`config.mk`:
```
export PLATFORM = sky130hd
export DESIGN_NAME = quad_step_decoder
export DESIGN_NICKNAME = d
export VERILOG_FILES = /design/src/rtl/quad_step_decoder.sv
export SDC_FILE = /design/constraint.sdc
export NUM_CORES = 1
export LEC_CHECK = 0
export CORE_UTILIZATION = 40
export CTS_CLUSTER_DIAMETER = 150
export DETAILED_ROUTE_END_ITERATION = 16
export RECOVER_POWER = 50
export SETUP_SLACK_MARGIN = 0.3
export SLEW_MARGIN = 20
export SYNTH_ARGS = -nofsm -noshare
export SYNTH_HDL_FRONTEND = slang
export SYNTH_SLANG_ARGS = --single-unit
```
`constraint.sdc`:
```
create_clock -name clk -period 2.8 [get_ports clk]
set_clock_uncertainty 0.1 [all_clocks]
set_input_delay 0.7 -clock clk [delete_from_list [all_inputs] [get_ports clk]]
set_output_delay 0.7 -clock clk [all_outputs]
set_load 0.02 [all_outputs]
```
`src/rtl/quad_step_decoder.sv`:
```
// ---------------------------------------------------------------------------
// quad_step_decoder
//
// Turns a two-phase quadrature input (qa/qb) into a one-cycle step pulse plus
// direction, and keeps a wrapping up/down position count. A transition in
// which both phases change together is reported as an error pulse. The error
// is also latched into err_sticky until clr or reset.
//
// Each phase goes through a 2-FF synchronizer. The decoder then compares the
// current Gray state {sa,sb} with the previous one, and the result is
// registered. In the default build, an input level that is stable before
// edge k shows up on step/dir/count at edge k+2.
//
// Build option (macro QDEC_FILTER_EN):
//   When the macro is defined, each synchronized phase also passes through an
//   agreement filter. The filter accepts a new level only after FILT_LEN
//   consecutive identical samples. Latency becomes k+2+FILT_LEN.
//   When the macro is undefined, FILT_LEN has no effect.
//
// Parameters:
//   CNT_W    - width of the position count (wraps modulo 2**CNT_W)
//   FILT_LEN - filter agreement depth (filter build only)
//
// Ports:
//   clk        in   1      clock, posedge
//   reset_n    in   1      asynchronous active-low reset
//   qa, qb     in   1      quadrature phases, asynchronous to clk
//   clr        in   1      synchronous clear of count and err_sticky
//   step       out  1      one-cycle pulse per legal transition
//   dir        out  1      direction of the last step, 1=up 0=down
//   count      out  CNT_W  position count
//   err        out  1      one-cycle pulse per illegal transition
//   err_sticky out  1      latched error flag
// ---------------------------------------------------------------------------
module quad_step_decoder #(
  parameter int CNT_W    = 4,
  parameter int FILT_LEN = 3
) (
  input  logic             clk,
  input  logic             reset_n,
  input  logic             qa,
  input  logic             qb,
  input  logic             clr,
  output logic             step,
  output logic             dir,
  output logic [CNT_W-1:0] count,
  output logic             err,
  output logic             err_sticky
);

`ifdef QDEC_FILTER_EN
  localparam int FILT_CYC = FILT_LEN;
`else
  // The filter depth does not contribute to the pipeline fill in this build.
  localparam int FILT_CYC = FILT_LEN * 0;
`endif
  // Edges after reset before the compared state reflects real input.
  localparam int INIT_CYC = 2 + FILT_CYC;
  localparam int INIT_W   = $clog2(INIT_CYC + 1);

  // Position of a Gray state along the up sequence 00->01->11->10.
  function automatic logic [1:0] gray_idx(input logic [1:0] s);
    return {s[1], s[1] ^ s[0]};
  endfunction

  logic [1:0]        s1_q, s1_d;        // bit1 = phase A, bit0 = phase B
  logic [1:0]        s2_q, s2_d;
  logic [1:0]        prev_q, prev_d;
  logic              init_q, init_d;
  logic [INIT_W-1:0] init_cnt_q, init_cnt_d;
  logic              step_q, step_d;
  logic              dir_q, dir_d;
  logic [CNT_W-1:0]  count_q, count_d;
  logic              err_q, err_d;
  logic              sticky_q, sticky_d;
  logic [1:0]        cur;
  logic [1:0]        delta;

`ifdef QDEC_FILTER_EN
  localparam int FCW = (FILT_LEN > 1) ? $clog2(FILT_LEN) : 1;

  logic [1:0]          filt_q, filt_d;
  logic [1:0][FCW-1:0] fcnt_q, fcnt_d;

  // A phase level is accepted on the FILT_LEN-th consecutive sample that
  // disagrees with the current filtered level. Any agreeing sample restarts
  // the run, so short glitches never reach the decoder.
  always_comb begin
    filt_d = filt_q;
    fcnt_d = fcnt_q;
    for (int i = 0; i < 2; i++) begin
      if (s2_q[i] == filt_q[i]) begin
        fcnt_d[i] = '0;
      end else if (fcnt_q[i] == FCW'(FILT_LEN - 1)) begin
        filt_d[i] = s2_q[i];
        fcnt_d[i] = '0;
      end else begin
        fcnt_d[i] = fcnt_q[i] + FCW'(1);
      end
    end
  end

  always_ff @(posedge clk or negedge reset_n) begin
    if (!reset_n) begin
      filt_q <= '0;
      fcnt_q <= '0;
    end else begin
      filt_q <= filt_d;
      fcnt_q <= fcnt_d;
    end
  end

  assign cur = filt_q;
`else
  assign cur = s2_q;
`endif

  assign delta = gray_idx(cur) - gray_idx(prev_q);

  always_comb begin
    s1_d       = {qa, qb};
    s2_d       = s1_q;
    prev_d     = prev_q;
    init_d     = init_q;
    init_cnt_d = init_cnt_q;
    step_d     = 1'b0;
    err_d      = 1'b0;
    dir_d      = dir_q;
    count_d    = count_q;
    sticky_d   = sticky_q;

    if (!init_q) begin
      // Wait until the pipeline carries real samples, then take the first one
      // as the reference without reporting anything.
      if (init_cnt_q == INIT_W'(INIT_CYC)) begin
        prev_d = cur;
        init_d = 1'b1;
      end else begin
        init_cnt_d = init_cnt_q + INIT_W'(1);
      end
    end else begin
      // Always follow the input, including after an error.
      prev_d = cur;
      unique case (delta)
        2'd1: begin
          step_d  = 1'b1;
          dir_d   = 1'b1;
          count_d = count_q + CNT_W'(1);
        end
        2'd3: begin
          step_d  = 1'b1;
          dir_d   = 1'b0;
          count_d = count_q - CNT_W'(1);
        end
        2'd2: begin
          err_d    = 1'b1;
          sticky_d = 1'b1;
        end
        default: ;
      endcase
    end

    // clr overrides the count and the sticky flag.
    // step, dir and err still report the transition.
    if (clr) begin
      count_d  = '0;
      sticky_d = 1'b0;
    end
  end

  always_ff @(posedge clk or negedge reset_n) begin
    if (!reset_n) begin
      s1_q       <= '0;
      s2_q       <= '0;
      prev_q     <= '0;
      init_q     <= 1'b0;
      init_cnt_q <= '0;
      step_q     <= 1'b0;
      dir_q      <= 1'b0;
      count_q    <= '0;
      err_q      <= 1'b0;
      sticky_q   <= 1'b0;
    end else begin
      s1_q       <= s1_d;
      s2_q       <= s2_d;
      prev_q     <= prev_d;
      init_q     <= init_d;
      init_cnt_q <= init_cnt_d;
      step_q     <= step_d;
      dir_q      <= dir_d;
      count_q    <= count_d;
      err_q      <= err_d;
      sticky_q   <= sticky_d;
    end
  end

  assign step       = step_q;
  assign dir        = dir_q;
  assign count      = count_q;
  assign err        = err_q;
  assign err_sticky = sticky_q;

endmodule
```
# ---- After elaboration in Yosys (flattened, before gate mapping)
# Index checks and enable logic that the tools add are counted.
dict set report totals {
  output_inout_bits 8
  word_cells 47
  reg_bits 17
}
dict set report classes {
  muxes 15
  bitwise 4
  eq_ne 4
  n_reduce_logical 10
  n_addsub 4
}
# operator n
set op_table {}
lappend op_table {{2-to-1 mux 1 bit} 9}
lappend op_table {{2-to-1 mux 4 bit} 2}
lappend op_table {{case mux 4 bit (2 select lines)} 1}
lappend op_table {{AND reduction 2 bit} 4}
lappend op_table {{nonzero test 2 bit} 4}
lappend op_table {{== test 2 bit (second input constant)} 3}
lappend op_table {{adder 4 x 1 -> 4 bit (second input constant)} 1}
lappend op_table {{2-to-1 mux 2 bit} 2}
lappend op_table {{subtractor 4 x 1 -> 4 bit (second input constant)} 1}
lappend op_table {{nonzero test 3 bit} 1}
lappend op_table {{adder 2 x 1 -> 2 bit (second input constant)} 1}
lappend op_table {{== test 2 x 1 -> 1 bit (second input constant)} 1}
lappend op_table {{inverter 1 bit} 2}
lappend op_table {{case mux 1 bit (2 select lines)} 1}
lappend op_table {{OR reduction 2 bit} 1}
lappend op_table {{subtractor 2 bit} 1}
lappend op_table {{XOR 1 bit} 2}

# ---- Logic depth before layout (Yosys ltp)
# Gate-level depths: netlist of run 1.
dict set report depth {
  depth_word 6
  depth_mapped 11
  mapped_depth_nobuf 10
}

# ---- Least setup slack after synthesis of run 1
# OpenSTA, ideal clock, no wires.
dict set report synth_path {
  kind {register to register}
  start {register s2_q[1] (netlist: cur[1])}
  end {register count_q[3] (netlist: count[3])}
  path_slack_ns 0.363
  required_time_ns 2.572
  t_arrival_ns 2.209
  stages_incl_launch_ff 11
  cell_sequence {dfrtp_1 -> xnor2_1 -> ha_1 -> xor3_1 -> and2b_1 -> buf_6 -> ha_1 -> and3_1 -> o21ai_0 -> mux2i_1 -> mux2_1}
}
dict set report synth_between {
  elab_chain_cells 6
  word_cells_on_any_way 9
}
# element line
set synth_rtl {}
lappend synth_rtl {{start: declaration} 67} ;# logic [1:0] s2_q, s2_d;
lappend synth_rtl {{start signal: assignment} 174} ;# s2_q <= '0;
lappend synth_rtl {{start signal: assignment} 185} ;# s2_q <= s2_d;
lappend synth_rtl {{XOR 1 bit} 63} ;# return {s[1], s[1] ^ s[0]};
lappend synth_rtl {{subtractor 2 bit *} 118} ;# assign delta = gray_idx(cur) - gray_idx(prev_q);
lappend synth_rtl {{== test 2 bit / == test 2 x 1 -> 1 bit (equally long branches)} 144} ;# unique case (delta)
lappend synth_rtl {{case mux 4 bit (2 select lines)} 144}
lappend synth_rtl {{2-to-1 mux 4 bit} 132} ;# if (!init_q) begin
lappend synth_rtl {{2-to-1 mux 4 bit} 165} ;# if (clr) begin
lappend synth_rtl {{end signal: assignment} 191} ;# count_q <= count_d;
lappend synth_rtl {{end: declaration} 73} ;# logic [CNT_W-1:0] count_q, count_d;
# Mark *: on every way between the ends. The rest lies on a longest branch, timed or not. The select of a mux whose other input is x is not followed.
# A chain may end at the register's enable or synchronous reset.

# ---- Worst setup path after layout of run 1
# Ends and elaborated chain as after synthesis.

==> results of run 1 <==
[flip-flops by register name (all words and copies together) (netlist names)]
register and cells:
prev_q 2, s1_q 2, step 1, err 1
init_q 1, cur 2, init_cnt_q 2, dir 1
count 4, err_sticky 1
[routing by layer]
metal	up-vias	share of wire, %	track usage, %
met3	0	4.6	5.95
met2	10	44	20.3
met4	0	0	3.53
met1	219	51	18.4
li1	253	-	-
met5	-	0	0
[metrics by stage]
| stage | instances | power (mW) | hold slack [ns] | instance area [µm²] |
|---|---|---|---|---|
| floorplan | 65 | 0.448 | 0.231 | 764 |
| global placement | 100 | 0.528 | 0.231 | 901 |
| detailed placement | 100 | 0.530 | 0.237 | 901 |
| CTS | 105 | 0.677 | 0.261 | 948 |
| global route | 106 | 0.712 | 0.268 | 956 |
| finish | 106 | 0.668 | 0.257 | 956 |
[worst paths after layout]
check | to | startpoint | cells past startpoint
setup / recovery | count[3] | cur[1] | 9
hold / removal | cur[1] | s1_q[1] | 0
setup reg to reg | count[3] | cur[1] | 9
hold reg to reg | cur[1] | s1_q[1] | 0
max in group asynchronous | cur[0] | reset_n | 1
min in group asynchronous | s1_q[1] | reset_n | 1
[power by group]
part | switching (mW) | total, mW | internal [mW]
Sequential | 0.0307 | 0.309 | 0.279
Combinational | 0.114 | 0.234 | 0.120
Clock | 0.0698 | 0.125 | 0.0552
Total | 0.214 | 0.668 | 0.454
[worst max-delay path: cells and delay by family, from the launching register on]
kind | cells | cell delay (ns)
multiplexers | 2 | 0.48
adder cells (fa/ha/maj) | 2 | 0.47
XOR/XNOR | 2 | 0.42
flip-flops | 1 | 0.39
AND/OR/NAND/NOR | 2 | 0.38
AO/OA/AOI/OAI | 1 | 0.07
[placed cells by master (no fill, tap or decap), types with 2 or more instances in the layout]
cell,synthesis,routed
nor2_1,7,7
clkdlybuf4s50_1,0,9
xor2_1,2,2
buf_4,0,2
o21ai_0,4,4
inv_1,3,3
nand3_1,2,2
dfrtp_1,17,17
ha_1,4,3
mux2_2,2,2
dlygate4sd3_1,0,3
clkbuf_4,0,3
nand2_1,4,4
xnor2_1,3,3
[timing repair]
action,in CTS,in global routing
setup buffers,1,1
gates resized for setup,2,0
setup endpoints to repair,1,2
[cells by family after synthesis]
kind of cell | Yosys count
AOI/OAI and AO/OA | 7
xor gates and xnor gates | 6
adders and majority gates | 4
buffers and inverters | 6
DFF | 17
muxes | 4
and+or+nand+nor | 21
[cell type report]
class / count / area, µm²
multi-input combinational: 42 / 323
inverter: 4 / 15.0
sequential: 17 / 425
fill: 171 / 808
timing repair buffer: 14 / 135
tap: 25 / 31.3
clock buffer: 4 / 26.3
==> metrics.cfg, run 1 <==
[clock_network]
ctsHoldBuffers=0
cts_htree_levels=1
cts_buffer_depth=2
clk_latency_ns=0.28
cts_tree=built
clkSinkCount=17
clk_pin_slew_worst_paths_ns=0.09
cts_buffers=3
cts-root-buf=clkbuf_4

[sta]
setup_tns_ns=0
setup_violations=0
min_period_ns=2.42
clock.fmax_ghz=0.414
maxSlewViolCount=0
period_share_pct=86.4
hold_viol=0
worst-slew-pin-transition_ns=0.736
setup_slack_ns=0.382
rsz0062_at_grt=no
slew_headroom_pct=50.8

[flow_run]
cap_violations=0

[setup_path]
arrival_ns=2.49
max_stage_delay_ns=0.39
r2r_setup_slack_ns=0.38
cp-start-kind=flop
cp.required_ns=2.87
crit_slowest_cell=dfrtp_1
end_kind=flop
path_max_fanout=5
path_class=flop to flop
crit_chain=xnor2_1, ha_1, xor3_1, and2b_2, ha_4, and3_1, o21ai_0, mux2i_1, mux2_1

[synth]
netlist-cell-type-count=27
synth_top_family_by_area=simple AND/OR/NAND/NOR gates
syn_area_per_cell_um2=11.8
muxShareOfSynthArea_pct=5.73
synth-xor-area-share_pct=8.84
yosysTopAreaCell=dfrtp_1
synth_edf_count=0
synth_compound_area_share_pct=5.24
syn_nets=74
yosys_warnings=0
ys.flop_type=dfrtp_1
ys_ff_latch=17
synth_simple_gate_area_share_pct=14.1
ys_seq_area_share_pct=55.6
syn-instance-count=65
synth_adder_area_share_pct=6.55
synth_common_cells=17 x dfrtp_1, 7 x nor2_1, 4 x ha_1, 4 x nand2_1, 4 x o21ai_0
synth.area.top_cells=dfrtp_1 56%, ha_1 6.5%, nor2_1 3.4%
async_flop_share_pct=100
synth_top_area_share_pct=55.6
synthMostInstantiatedCell=dfrtp_1
netlist_area_um2=764

[detailed_routing]
drc=0
wire_per_inst_um=11.0
wl_mm=1.17
drtIter0Drc=5
antenna_left=0
drt_first_pass_iters=4
vias=482
viasPerCell=4.55

[floorplan]
initial_core_util_pct=43.3
chipWidth_um=45.7
core.rowCount=15
ios=13
dieArea_mm2=0.00209
core_mm2=0.00176
die_h_um=45.7

[global_route]
grt_pass1_wl_mm=1.90
grt-ovfl-total=0
antenna_found_initial=0
grt_max_degree=18
track_usage_pct=13.7
grt_pass1_vias=448

[place]
finalWeightedCongestion=0.662
post-place-ws_ns=0.238
port_buffers=12

[worst_hold_path]
hp-class=flop to flop

[outcome]
status=finished, final reports clean

[finish]
n_antenna_cell=0
nets=91
syn_to_final_growth_pct=25.0
drive_gt1_share_pct=13.6
fin_util_pct=54.2

[power_and_ir_drop]
ir_worst_vdd_mv=0.439
p_per_area_mw_per_mm2=699
leakage_nw=0.429

No activity file was read; power rests on OpenSTA's default activity.
==> inputs of run 2 (changes only) <==
--- a/config.mk
+++ b/config.mk
@@ -6,6 +6,7 @@
 export NUM_CORES = 1
 export LEC_CHECK = 0
 export CORE_UTILIZATION = 40
+export CTS_BUF_LIST = sky130_fd_sc_hd__clkbuf_8
 export CTS_CLUSTER_DIAMETER = 150
 export DETAILED_ROUTE_END_ITERATION = 16
 export RECOVER_POWER = 50
==> constraint.sdc (replaced) <==
create_clock -name clk -period 2.8 [get_ports clk]
set_clock_uncertainty 0.1 [all_clocks]
set_input_delay 0.7 -clock clk [delete_from_list [all_inputs] [get_ports clk]]
set_output_delay 0.7 -clock clk [all_outputs]
set_load 0.1 [all_outputs]
==> run 2 against run 1 <==
Total power grew 37%. Largest power group is now combinational logic. Clock power grew 46%. Utilization grew 0.92 points. Critical path depth is the same. Via count grew 3.1%. Count of clock-buffer cells in the layout shrank 1. Global-route usage grew 1.0 points.
==> metrics.cfg, run 2 (same netlist as run 1, synthesis figures left out) <==
[place]
hpwlAfterDp_um=853
finalWeightedCongestion=0.695  ; was 0.662
port_buffers=12  ; unchanged

[sta]
min_period_ns=2.47  ; was 2.42 ns
worst-slew-pin-transition_ns=0.786  ; was 0.736 ns
slew_headroom_pct=47.4  ; was 50.8%
clock.fmax_ghz=0.404  ; was 0.414 GHz
hold_viol=0  ; unchanged
maxSlewViolCount=0  ; unchanged
setup_tns_ns=0  ; unchanged
period_share_pct=88.3  ; was 86.4%
rsz0062_at_grt=yes  ; was no
setup_violations=0  ; unchanged

[power_and_ir_drop]
combPwrFrac_pct=46.2  ; was 35.0%
leakage_nw=0.455  ; was 0.429 nW
ir_worst_vdd_mv=0.504  ; was 0.439 mV
p_per_area_mw_per_mm2=942  ; was 699 mW/mm²
seqPwrFrac_pct=33.9  ; was 46.3%
p_int_mw=0.496  ; was 0.454 mW
p_sw_mw=0.421  ; was 0.214 mW
clkPwrFrac_pct=19.9  ; was 18.7%
p_sw_share_pct=45.9  ; was 32.1%

[detailed_routing]
drt_first_pass_iters=4  ; unchanged
vias=497  ; was 482
wl_mm=1.32  ; was 1.17 mm
drc=0  ; unchanged
viasPerCell=4.64  ; was 4.55
drtIter0Drc=2  ; was 5
antenna_left=0  ; unchanged
wire_per_inst_um=12.4  ; was 11.0 µm

[finish]
syn_to_final_growth_pct=27.2  ; was 25.0%
layout_common_cells=17 x dfrtp_1, 11 x buf_4, 7 x nor2_1, 4 x nand2_1  ; was 17 x dfrtp_1, 9 x clkdlybuf4s50_1, 7 x nor2_1, 4 x o21ai_0, 4 x nand2_1
fin_util_pct=55.1  ; was 54.2%
drive_gt1_share_pct=28.0  ; was 13.6%
mostFrequentLayoutCell=dfrtp_1  ; unchanged
nets=92  ; was 91
largest_register_ff_count=4  ; unchanged
n_antenna_cell=0  ; unchanged

[flow_run]
cap_violations=0  ; unchanged

[setup_path]
path_max_fanout=4  ; was 5
end_kind=flop  ; unchanged
arrival_ns=2.51  ; was 2.49 ns
path_class=flop to flop  ; unchanged
cp.required_ns=2.83  ; was 2.87 ns
cp-start-kind=flop  ; unchanged

[clock_network]
cts_tree=built  ; unchanged
clk_pin_slew_worst_paths_ns=0.07  ; was 0.09 ns
ctsHoldBuffers=0  ; unchanged
clkSinkCount=17  ; unchanged
cts_buffer_depth=2  ; unchanged
cts_buffers=3  ; unchanged
cts_htree_levels=1  ; unchanged
cts-root-buf=clkbuf_8  ; was clkbuf_4
clk_latency_ns=0.25  ; was 0.28 ns

[outcome]
status=finished, final reports clean  ; unchanged

[global_route]
grt-ovfl-total=0  ; unchanged
grt_pass1_vias=475  ; was 448
grt_pass1_wl_mm=2.10  ; was 1.90 mm
antenna_found_initial=0  ; unchanged
grt_max_degree=18  ; unchanged
track_usage_pct=14.7  ; was 13.7%

[floorplan]
chipWidth_um=45.7  ; unchanged
core_mm2=0.00176  ; unchanged
ios=13  ; unchanged
die_h_um=45.7  ; unchanged
dieArea_mm2=0.00209  ; unchanged
initial_core_util_pct=43.3  ; unchanged
core.rowCount=15  ; unchanged

[worst_hold_path]
hp-class=flop to flop  ; unchanged

-- run 2: worst paths after layout --
| path | to | depth (start not counted) | from | slack [ns] |
|---|---|---|---|---|
| max in group asynchronous | count[0] | 1 | reset_n | 1.24 |
| hold reg to reg | cur[0] | 0 | s1_q[0] | 0.25 |
| setup / recovery | count[3] | 9 | prev_q[1] | 0.33 |
| hold / removal | cur[0] | 0 | s1_q[0] | 0.25 |
| min in group asynchronous | prev_q[0] | 1 | reset_n | 0.87 |
| setup reg to reg | count[3] | 9 | prev_q[1] | 0.33 |
-- run 2: power by group through the flow --
stage,clock [mW],sequential (mW),combinational [mW]
2_1_floorplan,0,0.524,0.103
3_3_place_gp,0,0.311,0.391
3_5_place_dp,0,0.312,0.392
4_1_cts,0.190,0.310,0.402
5_1_grt,0.199,0.314,0.443
6_report,0.182,0.311,0.423
-- run 2: final cells by class --
class / count / area, µm²
clock buffers: 3 / 41.3
inverters: 4 / 15.0
well taps: 25 / 31.3
flip-flops and latches: 17 / 425
repair buffers: 15 / 123
fillers: 170 / 792
multi-input cells: 42 / 332
clock inverters: 1 / 5.00
-- run 2: per-layer routing --
layer	vias up	track usage, %	routed length (µm)
met5	-	0	0
met4	0	7.06	5
met3	2	3.57	53
met2	12	20.9	566
met1	229	21.0	699
li1	254	-	-
-- run 2: timing repair --
action | CTS | global route
endpoints found under the setup margin | 1 | 1
pin swaps | 0 | 4
gates resized for setup | 2 | 4
cloned | 0 | 0
buffers inserted | 0 | 3
-- run 2: worst max-delay path, cell delays in order (launching register included) --
cell	delay [ns]
dfrtp_1	0.39
xor2_1	0.19
ha_1	0.17
xor3_1	0.24
and2b_2	0.25
ha_4	0.28
and3_4	0.18
o21ai_2	0.04
mux2i_1	0.17
mux2_1	0.34
-- run 2: per-stage QoR --
stage	setup slack (ns)	hold WS, ns	instances	instance area [µm²]	power, mW
final	0.327	0.252	107	972	0.916
after global routing	0.235	0.271	107	972	0.957
after CTS	0.307	0.255	104	941	0.901
after detailed placement	0.266	0.239	100	881	0.704
after global placement	0.278	0.234	100	881	0.702
after floorplan	0.360	0.231	65	764	0.627
==> inputs of run 3 (changes only) <==
==> constraint.sdc (replaced) <==
create_clock -name clk -period 2.5 [get_ports clk]
set_clock_uncertainty 0.1 [all_clocks]
set_input_delay 0.625 -clock clk [delete_from_list [all_inputs] [get_ports clk]]
set_output_delay 0.625 -clock clk [all_outputs]
set_load 0.1 [all_outputs]
==> run 3 against run 2 <==
Clock power increased by 12%. Setup slack lost 0.19 ns. Global-route usage rose by 0.29 points. Total power increased by 10%. Critical endpoint unchanged. Maximum frequency up 4.5%. Non-clock buffer count grew 1. Via count is 4.4% higher. Design area fell by 0.64%. First-iteration DRC count rose to 2.5 times the previous value. Critical path depth unchanged. Register-to-register slack worse by 0.19 ns. Critical path type unchanged. Wire length shrank 12%.
==> metrics.cfg, run 3 (same netlist as run 1, synthesis figures left out) <==
[outcome]
status=finished, final reports clean  ; unchanged

[floorplan]
chipWidth_um=45.7  ; unchanged
dieArea_mm2=0.00209  ; unchanged
core_mm2=0.00176  ; unchanged
ios=13  ; unchanged
core.rowCount=15  ; unchanged
initial_core_util_pct=43.3  ; unchanged
die_h_um=45.7  ; unchanged

[setup_path]
r2r_cells=9  ; unchanged
r2r_setup_slack_ns=0.13  ; was 0.33 ns
cp.required_ns=2.54  ; was 2.83 ns
crit_chain=xor2_1, ha_1, xor3_1, and2b_1, ha_4, and3_1, o21ai_0, mux2i_1, mux2_1  ; was xor2_1, ha_1, xor3_1, and2b_2, ha_4, and3_4, o21ai_2, mux2i_1, mux2_1
regToRegStartpoint=prev_q[1]  ; unchanged
crit_buf_inv=0  ; unchanged
max_stage_delay_ns=0.40  ; was 0.39 ns
cp-start-kind=flop  ; unchanged
arrival_ns=2.40  ; was 2.51 ns
path_max_fanout=5  ; was 4
end_kind=flop  ; unchanged
path_depth=9  ; unchanged
crit_path_end=count[3]  ; unchanged
path_class=flop to flop  ; unchanged
worstReg2RegEnd=count[3]  ; unchanged
cp-startpoint=prev_q[1]  ; unchanged
crit_family=multiplexers  ; unchanged
crit_slowest_cell=dfrtp_1  ; unchanged

[power_and_ir_drop]
p_sw_share_pct=45.7  ; was 45.9%
clkPwrFrac_pct=20.1  ; was 19.9%
power.total_mw=1.01  ; was 0.916 mW
seqPwrFrac_pct=34.4  ; was 33.9%
p_int_mw=0.548  ; was 0.496 mW
p_per_area_mw_per_mm2=1040  ; was 942 mW/mm²
leakage_nw=0.457  ; was 0.455 nW
p_sw_mw=0.461  ; was 0.421 mW
combPwrFrac_pct=45.5  ; was 46.2%
ir_worst_vdd_mv=0.477  ; was 0.504 mV

[place]
placed_cell_area_um2=908  ; was 881 µm²
finalWeightedCongestion=0.692  ; was 0.695
port_buffers=12  ; unchanged
post-place-ws_ns=0.0660  ; was 0.266 ns
hpwlAfterDp_um=866  ; was 853 µm
place_inst=102  ; was 100

[finish]
nets=93  ; was 92
largest_register_ff_count=4  ; unchanged
mostFrequentLayoutCell=dfrtp_1  ; unchanged
fin_util_pct=54.8  ; was 55.1%
stdcell_area_um2=966  ; was 972 µm²
drive_gt1_share_pct=24.1  ; was 28.0%
n_antenna_cell=0  ; unchanged
syn_to_final_growth_pct=26.4  ; was 27.2%
stdcell_count=108  ; was 107
layout_common_cells=17 x dfrtp_1, 11 x buf_4, 7 x nor2_1, 4 x o21ai_0, 4 x nand2_1  ; was 17 x dfrtp_1, 11 x buf_4, 7 x nor2_1, 4 x nand2_1

[sta]
rsz0062_at_grt=yes  ; unchanged
setup_tns_ns=0  ; unchanged
clock.fmax_ghz=0.423  ; was 0.404 GHz
setup_violations=0  ; unchanged
hold_slack_ns=0.249  ; was 0.252 ns
worst-slew-pin-transition_ns=0.861  ; was 0.786 ns
period_share_pct=94.6  ; was 88.3%
hold_viol=0  ; unchanged
setup_slack_ns=0.134  ; was 0.327 ns
maxSlewViolCount=0  ; unchanged
slew_headroom_pct=42.6  ; was 47.4%
min_period_ns=2.37  ; was 2.47 ns

[clock_network]
cts_buffers=3  ; unchanged
cts_tree=built  ; unchanged
clkSinkCount=17  ; unchanged
ctsHoldBuffers=0  ; unchanged
clk_latency_ns=0.25  ; about the same
cts-root-buf=clkbuf_8  ; unchanged
clk_pin_slew_worst_paths_ns=0.06  ; was 0.07 ns
cts_htree_levels=1  ; unchanged
cts_buffer_depth=2  ; unchanged
cts_resized=0  ; was 2

[global_route]
track_usage_pct=15.0  ; was 14.7%
grt_pass1_vias=488  ; was 475
use_met2_pct=22.3  ; was 20.9%
grt.busiest_layer=met2  ; was met1
grt.met3_usage_pct=3.57  ; unchanged
grt_max_degree=18  ; unchanged
antenna_found_initial=0  ; unchanged
grt-ovfl-total=0  ; unchanged
grt_pass1_wl_mm=2.10  ; about the same
use_met1_pct=19.8  ; was 21.0%

[detailed_routing]
drtIter0Drc=5  ; was 2
viasPerCell=4.81  ; was 4.64
antenna_left=0  ; unchanged
wl_mm=1.17  ; was 1.32 mm
drt_first_pass_iters=3  ; was 4
vias=519  ; was 497
wire_per_inst_um=10.8  ; was 12.4 µm
drc=0  ; unchanged

[worst_hold_path]
hp-class=flop to flop  ; unchanged

[flow_run]
cap_violations=0  ; unchanged

## run 3: power groups by stage
stage / Combinational (mW) / Sequential [mW] / Clock [mW]
floorplan: 0.123 / 0.589 / 0
finish: 0.459 / 0.347 / 0.203
global placement: 0.454 / 0.351 / 0
global route: 0.490 / 0.352 / 0.217
CTS: 0.463 / 0.347 / 0.211
detailed placement: 0.456 / 0.353 / 0
## run 3: how the worst min path moves through the flow
stage            start       end  depth (start not counted)
5_1_grt        s1_q[1]    cur[1]                          0
6_report       s1_q[1]    cur[1]                          0
3_3_place_gp   s1_q[1]    cur[1]                          0
3_5_place_dp   s1_q[1]    cur[1]                          0
2_1_floorplan  reset_n  count[0]                          0
4_1_cts        s1_q[1]    cur[1]                          0
## run 3: routing by layer
metal	up-vias	part of all wire, %
li1	253	-
met1	249	47
met2	13	47
met3	4	4.5
met4	0	1.4
met5	-	0
## run 3: cell type report
| type | instances | area (µm²) |
|---|---|---|
| fill | 184 | 798 |
| clock inverter | 1 | 5.00 |
| clock buffer | 3 | 41.3 |
| sequential | 17 | 425 |
| tap | 25 | 31.3 |
| inverter | 4 | 15.0 |
| timing repair buffer | 16 | 126 |
| multi-input combinational | 42 | 322 |
## run 3: timing repair
action / 4_1_cts / 5_1_grt
pin swaps: 0 / 0
setup endpoints to repair: 2 / 3
setup buffers: 2 / 0
endpoints found under the hold margin: 0 / 0
## run 3: worst register-to-register path, cell delays in order (launching register included)
cell     delay, ns
dfrtp_1       0.40
xor2_1        0.15
ha_1          0.17
xor3_1        0.22
and2b_1       0.20
ha_4          0.29
and3_1        0.14
o21ai_0       0.07
mux2i_1       0.16
mux2_1        0.33
